[src/rtl/ws2812_pkg.sv]
// Shared state encoding, default WS2812 timing and sizing helpers for the
// RAM-fed eight-lane WS2812 reader and its bench.
package ws2812_pkg;

  typedef enum logic [2:0] {
    ST_IDLE,
    ST_FETCH,
    ST_WAIT,
    ST_SEND,
    ST_LATCH
  } state_e;

  localparam int T0H_DEF  = 20;
  localparam int T1H_DEF  = 40;
  localparam int TBIT_DEF = 63;
  localparam int RST_DEF  = 2600;

  localparam int LANES  = 8;
  localparam int WORD_W = 24;
  localparam int ADDR_W = 6;

  function automatic int cnt_width(input int tbit, input int rst);
    int m;
    m = (tbit > rst) ? tbit : rst;
    return $clog2(m + 1);
  endfunction

endpackage

[src/rtl/ram_rd_ws2812_if.sv]
// RAM read / writer handshake bundle between the WS2812 reader (master)
// and the layer RAMs plus write controller (slave).
interface ram_rd_ws2812_if;
  import ws2812_pkg::*;

  logic                      read;
  logic [LANES*WORD_W-1:0]   layer_data;
  logic                      rd_en;
  logic [ADDR_W-1:0]         rd_addr;
  logic                      trans;

  modport master (
    input  read,
    input  layer_data,
    output rd_en,
    output rd_addr,
    output trans
  );

  modport slave (
    output read,
    output layer_data,
    input  rd_en,
    input  rd_addr,
    input  trans
  );

endinterface

[src/rtl/ws2812_bit_enc.sv]
// Shared bit-period counter: wraps at a selectable terminal count and
// reports whether the current cycle is inside a '0' or a '1' high phase.
module ws2812_bit_enc
  import ws2812_pkg::*;
#(
  parameter int T0H_CYC = T0H_DEF,
  parameter int T1H_CYC = T1H_DEF,
  parameter int CW      = 12
) (
  input  logic          clk,
  input  logic          rst_n,
  input  logic          run_i,
  input  logic [CW-1:0] term_i,
  output logic [CW-1:0] cnt_o,
  output logic          done_o,
  output logic          hi0_o,
  output logic          hi1_o
);

  logic [CW-1:0] cnt_q, cnt_d;

  assign done_o = (cnt_q == term_i);
  assign hi0_o  = (cnt_q < CW'(T0H_CYC));
  assign hi1_o  = (cnt_q < CW'(T1H_CYC));
  assign cnt_o  = cnt_q;

  // Counter rests at zero whenever it is not running, so every period starts at 0.
  always_comb begin
    cnt_d = '0;
    if (run_i && !done_o) begin
      cnt_d = cnt_q + CW'(1);
    end
  end

  always_ff @(posedge clk or negedge rst_n) begin
    if (!rst_n) begin
      cnt_q <= '0;
    end else begin
      cnt_q <= cnt_d;
    end
  end

endmodule

[src/rtl/ram_rd_ws2812.sv]
// Reads 64 words from eight layer RAMs and streams them as eight
// bit-synchronous WS2812 lines, prefetching the next word during bit 0.
module ram_rd_ws2812
  import ws2812_pkg::*;
#(
  parameter int T0H_CYC  = T0H_DEF,
  parameter int T1H_CYC  = T1H_DEF,
  parameter int TBIT_CYC = TBIT_DEF,
  parameter int RST_CYC  = RST_DEF
) (
  input  logic              SCLK,
  input  logic              Rst_n,
  ram_rd_ws2812_if.master   ram,
  output logic [LANES-1:0]  DOUT
);

  localparam int              CW       = cnt_width(TBIT_CYC, RST_CYC);
  localparam logic [CW-1:0]   BIT_TERM = CW'(TBIT_CYC - 1);
  localparam logic [CW-1:0]   RST_TERM = CW'(RST_CYC - 1);
  localparam logic [4:0]      MSB_IDX  = 5'(WORD_W - 1);

  state_e                        state_q, state_d;
  logic [4:0]                    bit_q, bit_d;
  logic [ADDR_W-1:0]             addr_q, addr_d;
  logic [LANES-1:0][WORD_W-1:0]  shift_q, shift_d;
  logic [LANES-1:0][WORD_W-1:0]  hold_q, hold_d;
  logic [LANES-1:0]              dout_q, dout_d;

  logic          rd_en;
  logic          prefetch;
  logic          enc_run;
  logic [CW-1:0] enc_term;
  logic [CW-1:0] enc_cnt;
  logic          enc_done;
  logic          hi0, hi1;

  ws2812_bit_enc #(
    .T0H_CYC (T0H_CYC),
    .T1H_CYC (T1H_CYC),
    .CW      (CW)
  ) u_enc (
    .clk    (SCLK),
    .rst_n  (Rst_n),
    .run_i  (enc_run),
    .term_i (enc_term),
    .cnt_o  (enc_cnt),
    .done_o (enc_done),
    .hi0_o  (hi0),
    .hi1_o  (hi1)
  );

  assign enc_run  = (state_q == ST_SEND) || (state_q == ST_LATCH);
  assign enc_term = (state_q == ST_LATCH) ? RST_TERM : BIT_TERM;

  // During bit 0 the address already points at the next word; 0 there means word 63 is ending.
  assign prefetch = (state_q == ST_SEND) && (bit_q == '0) && (enc_cnt == '0) && (addr_q != '0);

  always_comb begin
    state_d = state_q;
    bit_d   = bit_q;
    addr_d  = addr_q;
    shift_d = shift_q;
    hold_d  = hold_q;
    rd_en   = 1'b0;
    case (state_q)
      ST_IDLE: begin
        if (ram.read) begin
          state_d = ST_FETCH;
          addr_d  = '0;
        end
      end
      ST_FETCH: begin
        rd_en   = 1'b1;
        state_d = ST_WAIT;
      end
      ST_WAIT: begin
        shift_d = ram.layer_data;
        bit_d   = MSB_IDX;
        state_d = ST_SEND;
      end
      ST_SEND: begin
        rd_en = prefetch;
        if ((bit_q == '0) && (enc_cnt == CW'(1))) begin
          hold_d = ram.layer_data;
        end
        if (enc_done) begin
          if (bit_q == 5'd1) begin
            addr_d = addr_q + 1'b1;
          end
          if (bit_q != '0) begin
            bit_d = bit_q - 1'b1;
            for (int k = 0; k < LANES; k++) begin
              shift_d[k] = {shift_q[k][WORD_W-2:0], 1'b0};
            end
          end else if (addr_q == '0) begin
            state_d = ST_LATCH;
          end else begin
            shift_d = hold_q;
            bit_d   = MSB_IDX;
          end
        end
      end
      ST_LATCH: begin
        if (enc_done) begin
          state_d = ST_IDLE;
        end
      end
      default: begin
        state_d = ST_IDLE;
      end
    endcase
  end

  genvar gi;
  generate
    for (gi = 0; gi < LANES; gi++) begin : g_lane
      assign dout_d[gi] = (state_q == ST_SEND) && (shift_q[gi][WORD_W-1] ? hi1 : hi0);
    end
  endgenerate

  always_ff @(posedge SCLK or negedge Rst_n) begin
    if (!Rst_n) begin
      state_q <= ST_IDLE;
      bit_q   <= '0;
      addr_q  <= '0;
      shift_q <= '0;
      hold_q  <= '0;
      dout_q  <= '0;
    end else begin
      state_q <= state_d;
      bit_q   <= bit_d;
      addr_q  <= addr_d;
      shift_q <= shift_d;
      hold_q  <= hold_d;
      dout_q  <= dout_d;
    end
  end

  assign DOUT        = dout_q;
  assign ram.rd_en   = rd_en;
  assign ram.rd_addr = addr_q;
  assign ram.trans   = (state_q != ST_IDLE);

endmodule

[src/flat_wrapper.sv]
// flat-port wrapper written by rule: the top's interface ports become plain ports
module ram_rd_ws2812_flat import ws2812_pkg::*;
#(
  parameter int T0H_CYC  = T0H_DEF,
  parameter int T1H_CYC  = T1H_DEF,
  parameter int TBIT_CYC = TBIT_DEF,
  parameter int RST_CYC  = RST_DEF
)
  (SCLK, Rst_n, DOUT, ram_read, ram_layer_data, ram_rd_en, ram_rd_addr, ram_trans);
  ram_rd_ws2812_if ram_i ();
  input  logic SCLK;
  input  logic Rst_n;
  output logic [LANES-1:0] DOUT;
  input wire logic [$bits(ram_i.read)-1:0] ram_read;
  input wire logic [$bits(ram_i.layer_data)-1:0] ram_layer_data;
  output wire logic [$bits(ram_i.rd_en)-1:0] ram_rd_en;
  output wire logic [$bits(ram_i.rd_addr)-1:0] ram_rd_addr;
  output wire logic [$bits(ram_i.trans)-1:0] ram_trans;
  assign ram_i.read = ram_read;
  assign ram_i.layer_data = ram_layer_data;
  assign ram_rd_en = ram_i.rd_en;
  assign ram_rd_addr = ram_i.rd_addr;
  assign ram_trans = ram_i.trans;
  ram_rd_ws2812 #(.T0H_CYC(T0H_CYC), .T1H_CYC(T1H_CYC), .TBIT_CYC(TBIT_CYC), .RST_CYC(RST_CYC)) u_core (.SCLK(SCLK), .Rst_n(Rst_n), .ram(ram_i), .DOUT(DOUT));
endmodule
[config.mk]
export PLATFORM = sky130hd
export DESIGN_NAME = ram_rd_ws2812_flat
export DESIGN_NICKNAME = d
export VERILOG_FILES = /design/src/rtl/ws2812_pkg.sv /design/src/rtl/ram_rd_ws2812_if.sv /design/src/rtl/ws2812_bit_enc.sv /design/src/rtl/ram_rd_ws2812.sv /design/src/flat_wrapper.sv
export SDC_FILE = /design/constraint.sdc
export NUM_CORES = 1
export LEC_CHECK = 0
export CAP_MARGIN = 40
export CORE_MARGIN = 3
export CORE_UTILIZATION = 54
export CTS_CLUSTER_DIAMETER = 200
export DETAILED_ROUTE_END_ITERATION = 10
export GPL_TIMING_DRIVEN = 0
export PLACE_DENSITY = 0.75
export SLEW_MARGIN = 20
export SYNTH_ARGS = -nofsm -noshare
export SYNTH_HDL_FRONTEND = slang
export SYNTH_SLANG_ARGS = --single-unit
[constraint.sdc]
create_clock -name SCLK -period 6.31 [get_ports SCLK]
set_input_delay 1.262 -clock SCLK [delete_from_list [all_inputs] [get_ports SCLK]]
set_output_delay 1.262 -clock SCLK [all_outputs]
set_load 0.02 [all_outputs]
Word level (Yosys, flattened, before mapping)

Cells that the tools add are included.

Muxes and demuxes: 29
Shift-type cells: 0
$mul: 0
Div/mod/pow operators: 0
$lt $le $gt $ge: 2
Bitwise gates (word level): 0
Reduce and logical (&&, ||, !) cells: 28
Equal/unequal tests: 14
$add $sub $neg: 3

Operators by type and width:

| kind                  | number |
|---|---|
| $mux 192              | 3 |
| $pmux 192 s2          | 1 |
| $mux 12               | 2 |
| $mux 6                | 3 |
| $mux 3                | 5 |
| $mux 5                | 3 |
| $pmux 3 s5            | 1 |
| $logic_and 1x1->1     | 13 |
| $add 12x1->12 const B | 1 |
| $eq 12x1->1 const B   | 1 |
| $eq 12x12->1          | 1 |
| $logic_not 12->1      | 1 |
| $lt 12x5->1 const B   | 1 |
| $lt 12x6->1 const B   | 1 |
| $ne 2x2->1 const B    | 6 |
| $pmux 6 s2            | 1 |
| $pmux 5 s2            | 1 |
| $mux 1                | 8 |
| $add 6x1->6 const B   | 1 |
| $eq 3x2->1 const B    | 2 |
| $logic_not 6->1       | 1 |
| $reduce_bool 6->1     | 1 |
| $eq 5x1->1 const B    | 1 |
| $logic_not 5->1       | 1 |
| other kinds (15)      | 16 |

Memories: 0
Memory bits (read-only): 0
Bits of input ports: 195
Bits in writable memories: 0
Bits in latches: 0
Register bits: 418
Word-level logic and storage cells: 97

Longest topological paths before layout

Gate-level depths: netlist of run 1.

Depth in word-level cells: 6
Depth in mapped cells: 9
Gate-level depth less buffers: 6

Hierarchy

Synthesis of run 1 repeated with hierarchy kept, for this count alone.

Cell total of the unflattened synthesis: 1,854
Area, all modules: 19,726.4 µm²

By module, submodules not included:

| module         | cells each | times used | area each (µm²) | sequential area each (µm²) |
|---|---|---|---|---|
| ram_rd_ws2812  | 1,776      | 1          | 18,993.2        | 10,159.7 |
| ws2812_bit_enc | 78         | 1          | 733.2           | 300.3 |

Worst setup path before layout of run 1

Ideal clock, no wire load.

Kind: register to output
Start point: reg u_core.bit_q[0]
End point: out ram_rd_en
Path slack: 3.350 ns
Path buffers: 1
Data required time: 5.048 ns
Stages on the path, launching flop included: 8
Arrival: 1.698 ns
Cell sequence: dfrtp_1 -> inv_1 -> ha_1 -> or4b_1 -> clkbuf_1 -> nor2_4 -> nand4_1 -> o31ai_1

Longest elaborated chain between the ends: 5

RTL lines:

| item                            | RTL line             | source |
|---|---|---|
| start, declared                 | ram_rd_ws2812.sv:23  | `logic [4:0] bit_q, bit_d;` |
| start signal, assigned          | ram_rd_ws2812.sv:131 | `bit_q <= bit_d;` |
| $logic_not 5->1                 | ram_rd_ws2812.sv:56  | `assign prefetch = (state_q == ST_SEND) && (bit_q == '0) && (enc_cnt == '0) && (addr_q != '0);` |
| $logic_and 1x1->1 (3 in series) | ram_rd_ws2812.sv:56  |  |
| $pmux 1 s2                      | ram_rd_ws2812.sv:65  | `case (state_q)` |
| end, declared                   | flat_wrapper.sv:16   | `output wire logic [$bits(ram_i.rd_en)-1:0] ram_rd_en;` |

No other way between the ends.

Worst setup path after layout of run 1

Ends and elaborated chain as after synthesis.

==> metrics.md, run 1 <==
| Metric | Value |
|---|---|
| DIE HEIGHT | between 150 and 200 um |
| Critical Path Start Type | register |
| Cell depth of the worst setup path | 8 |
| Fmax | between 0.2 and 0.25 GHz |
| Power Dens Cells | about 240 mW/mm2 |
| Initial Util | a little over half |
| R2R depth | 9 |
| Pin count of the biggest net entering global routing | 100 |
| Worst skew pair latency | ~550 ps |
| Final instance area | between 0.02 and 0.025 mm2 |
| DP Wirelength | between 30000 and 40000 um |
| Post-synth EDFFs | 0 |
| Drt wl/cell | approximately 19 um |
| Hold slack | 488 ps |
| Port Buf Inserts | 210 |
| Hold EP | u_core.shift_q[85]$_DFFE_PN0P_ |
| Mean Syn Cell Area | 10.7 um2 |
| Core Rows | between 60 and 70 |
| CORE AREA | 0.0357 mm2 |
| Max-slew violation count | 0 |
| Yosys top cell area share | between 50% and 60% |
| WP buf/inv | 3 |
| Initial antenna violation count | 8 |
| Slack of the worst reg-to-reg path | slightly below 3000 ps |
| RSZ-0062 raised after global routing | no |
| Drt total wl | 49200 um |
| TritonRoute pass-1 iters | 5 |
| DRC Markers | 0 |
| Final worst path period share | 73.8% |
| Top cells by area, synth | dfrtp_1 53%, mux2_2 13%, mux2_1 9.1% |
| Hold depth | 1 |
| Final std cells w/o fill | between 2000 and 3000 |
| Post-synthesis instance total | between 1500 and 2000 |
| Max_cap viols | 0 |
| Remaining global-route overflow | 0 |
| Slew headroom | ~47% |
| R2r endpoint | u_core.shift_q[31]$_DFFE_PN0P_ |
| Final worst slack | about 1700 ps |
| CP max stage delay | roughly 700 ps |
| CP endpoint kind | output port |
| Peak supply drop | between 0.15 and 0.2 mV |
| Clk buf depth | 3 |
| Final Util | about two thirds |
| Slowest cell on crit path | clkdlybuf4s50_1 |
| Endpoints failing hold | 0 |
| Nets | between 2000 and 2500 |
| Total CTS buffers | 45 |
| Yosys reg bits | roughly 420 |
| Layout Skew | about 23 ps |
| CTS clk-pin slew, worst paths | approximately 60 ps |
| Status | complete, no violations |
| Total Routing Usage GR | approximately a quarter |
| I/O pin cnt | approximately 210 |
| Total power draw | just under 6 mW |
| Leakage power | ~10 nW |
| Clock Root Buffer | clkbuf_16 |
| FILL cells | around 2700 |
| DRT antenna net count | 0 |
| YS warnings | 0 |
| TritonCTS clock tree | built |
| Vias per inst | 5.74 |
| CP Class | register to output port |
| Die area | 0.0387 mm2 |
| Worst r2r src | u_core.bit_q[0]$_DFFE_PN0P_ |
| Worst-Margin Slew | 794 ps |
| Ys async rst share | between 90% and 100% |
| Routability cong. | about 0.86 |
| Vias | about 15000 |
| H-tree depth | 2 |
| Min Clock Period, post-route | 4650 ps |
| Post-synth cell types | just under 50 |
| Iter 0 DRT Violations | 897 |
| Syn nets | between 2000 and 2500 |
| CP top delay family | simple AND/OR/NAND/NOR gates |
| Min-Delay Path Class | register to register |
| First-pass GRT wire length | 79200 um |
| Post-cts resize count | 0 |
| Share of cells above drive strength 1 | between 15 and 20% |
| Worst Path Arrival | approximately 3400 ps |
| Worst EP required | 5050 ps |
| Synthesized cell area | 0.0197 mm2 |
| Seq/Total Area, Yosys | a little over half |
| Placed Area | 0.0225 mm2 |
| Worst-path cell chain | inv_1 > ha_1 > or4b_1 > clkbuf_1 > nor2_4 > nand4_1 > o31ai_1 > clkdlybuf4s50_1 |
| Vias in the first global route | 15360 |
| Dpl cells | around 2500 |
| Highest net fanout along the worst path | 10 |
| Final setup violation count | 0 |
| Yosys top cell by area | dfrtp_1 |
| Area grow syn2layout | 21.9% |
| Top FF cell, synth | dfrtp_1 |
| Final TNS setup | 0 ps |
| Hold-fix buffers, CTS | 0 |
| Sink Count | roughly 420 |
| Post-Place Worst Slack | 2220 ps |
| Post-CTS setup buffers | 0 |
| Hold_sp | u_core.shift_q[85]$_DFFE_PN0P_ |
| Die X | between 150 and 200 um |
[metal layers]
metal | up-vias | global-route usage (%) | part of all wire [%]
met2 | 363 | 41.7 | 48
met1 | 7528 | 34.7 | 44
met3 | 93 | 4.27 | 5.4
met5 | - | 0 | 0.16
met4 | 10 | 6.94 | 2.5
li1 | 6908 | - | -
[cells in the final DEF, fill, tap and decap left out, drive strengths merged, types with 2 or more instances in the layout]
| master | Yosys | routed |
|---|---|---|
| dfrtp | 418 | 418 |
| mux2 | 384 | 384 |
| nand2 | 376 | 376 |
| nor2 | 214 | 214 |
| clkdlybuf4s50 | 0 | 209 |
| a31oi | 184 | 184 |
| clkbuf | 87 | 154 |
| buf | 48 | 59 |
| inv | 13 | 13 |
| mux2i | 11 | 11 |
| nand3 | 11 | 11 |
| nor3 | 9 | 9 |
| a22o | 8 | 8 |
| xnor2 | 8 | 8 |
| ha | 8 | 8 |
| clkinv | 0 | 7 |
| nand4 | 6 | 6 |
| nor4 | 5 | 5 |
| o21ai | 5 | 5 |
| and2 | 4 | 4 |
| nor4b | 4 | 4 |
| diode | 0 | 3 |
| nand3b | 3 | 3 |
| or2 | 3 | 3 |
| o41ai | 2 | 2 |
| o211ai | 2 | 2 |
| o32ai | 2 | 2 |
| a211oi | 2 | 2 |
| or4 | 2 | 2 |
| xor2 | 2 | 2 |
| bufinv | 0 | 2 |
[synth_stat cells (2+ instances only)]
cell type	n
a211oi_1	2
a22o_1	8
a31oi_1	184
and2_1	4
buf_1	8
buf_2	38
buf_4	2
clkbuf_1	87
dfrtp_1	418
ha_1	8
inv_1	13
mux2_1	158
mux2_2	226
mux2i_1	11
nand2_1	376
nand3_1	11
nand3b_1	3
nand4_1	6
nor2_1	213
nor3_1	9
nor4_1	4
nor4b_1	4
o211ai_1	2
o21ai_0	4
o32ai_1	2
o41ai_1	2
or2_2	3
or4_1	2
xnor2_1	8
xor2_1	2
[sequential cells by signal, indices dropped and copies added (netlist names)]
register and flops:
u_core.hold_q 192, u_core.DOUT 8, u_core.shift_q 192, u_core.u_enc.cnt_o 12, u_core.state_q 3, u_core.ram.rd_addr 6
u_core.bit_q 5
[where the power goes]
part / switching (mW) / internal (mW)
clock: 1.06 / 1.52
sequential: 0.0652 / 2.81
combinational: 0.154 / 0.229
[cell type report]
| type | instances | area (um2) | area share (%) |
|---|---|---|---|
| clock buffers | 67 | 1320 | 5.51 |
| plain buffers | 135 | 562 | 2.35 |
| diodes | 3 | 7.51 | 0.0313 |
| multi-input cells | 1271 | 8590 | 35.9 |
| clock inverters | 10 | 114 | 0.475 |
| well taps | 461 | 577 | 2.41 |
| inverters | 13 | 48.8 | 0.204 |
| repair buffers | 220 | 2270 | 9.49 |
| flip-flops and latches | 418 | 10500 | 43.7 |
[how the worst max path moves through the flow]
stage,from,end,slack (ps)
2_1_floorplan,u_core.bit_q[0]$_DFFE_PN0P_,ram_rd_en,3350
3_3_place_gp,Rst_n,u_core.hold_q[56]$_DFFE_PN0P_,-14480
3_5_place_dp,u_core.bit_q[0]$_DFFE_PN0P_,ram_rd_en,2220
4_1_cts,u_core.bit_q[0]$_DFFE_PN0P_,ram_rd_en,1620
5_1_grt,u_core.bit_q[0]$_DFFE_PN0P_,ram_rd_en,1470
6_report,u_core.bit_q[0]$_DFFE_PN0P_,ram_rd_en,1660
[cells by family after synthesis]
logic type,count (synthesis),synth area share [%]
simple gates,642,13.0
flops,418,53.2
mux,395,22.6
compound gates,216,7.15
buf+inv,148,3.11
xor+xnor,10,0.446
fa+ha+maj,8,0.509
(Power assumes the default switching activity.)
==> run 2: changes to the inputs <==
==> constraint.sdc (replaced) <==
create_clock -name SCLK -period 4.8 [get_ports SCLK]
set_input_delay 0.96 -clock SCLK [delete_from_list [all_inputs] [get_ports SCLK]]
set_output_delay 0.96 -clock SCLK [all_outputs]
set_load 0.02 [all_outputs]
==> results of run 2 <==
Same layout as run 1 (identical final DEF). Status: complete, no violations.
Main changes from that run: setup slack after placement 2220 ps -> 1010 ps; setup slack after layout 1660 ps -> 447 ps; hold slack 488 ps -> 324 ps; register-to-register setup slack 2900 ps -> 1390 ps; total power 5.83 mW -> 7.67 mW; worst IR drop on VDD 0.198 mV -> 0.260 mV
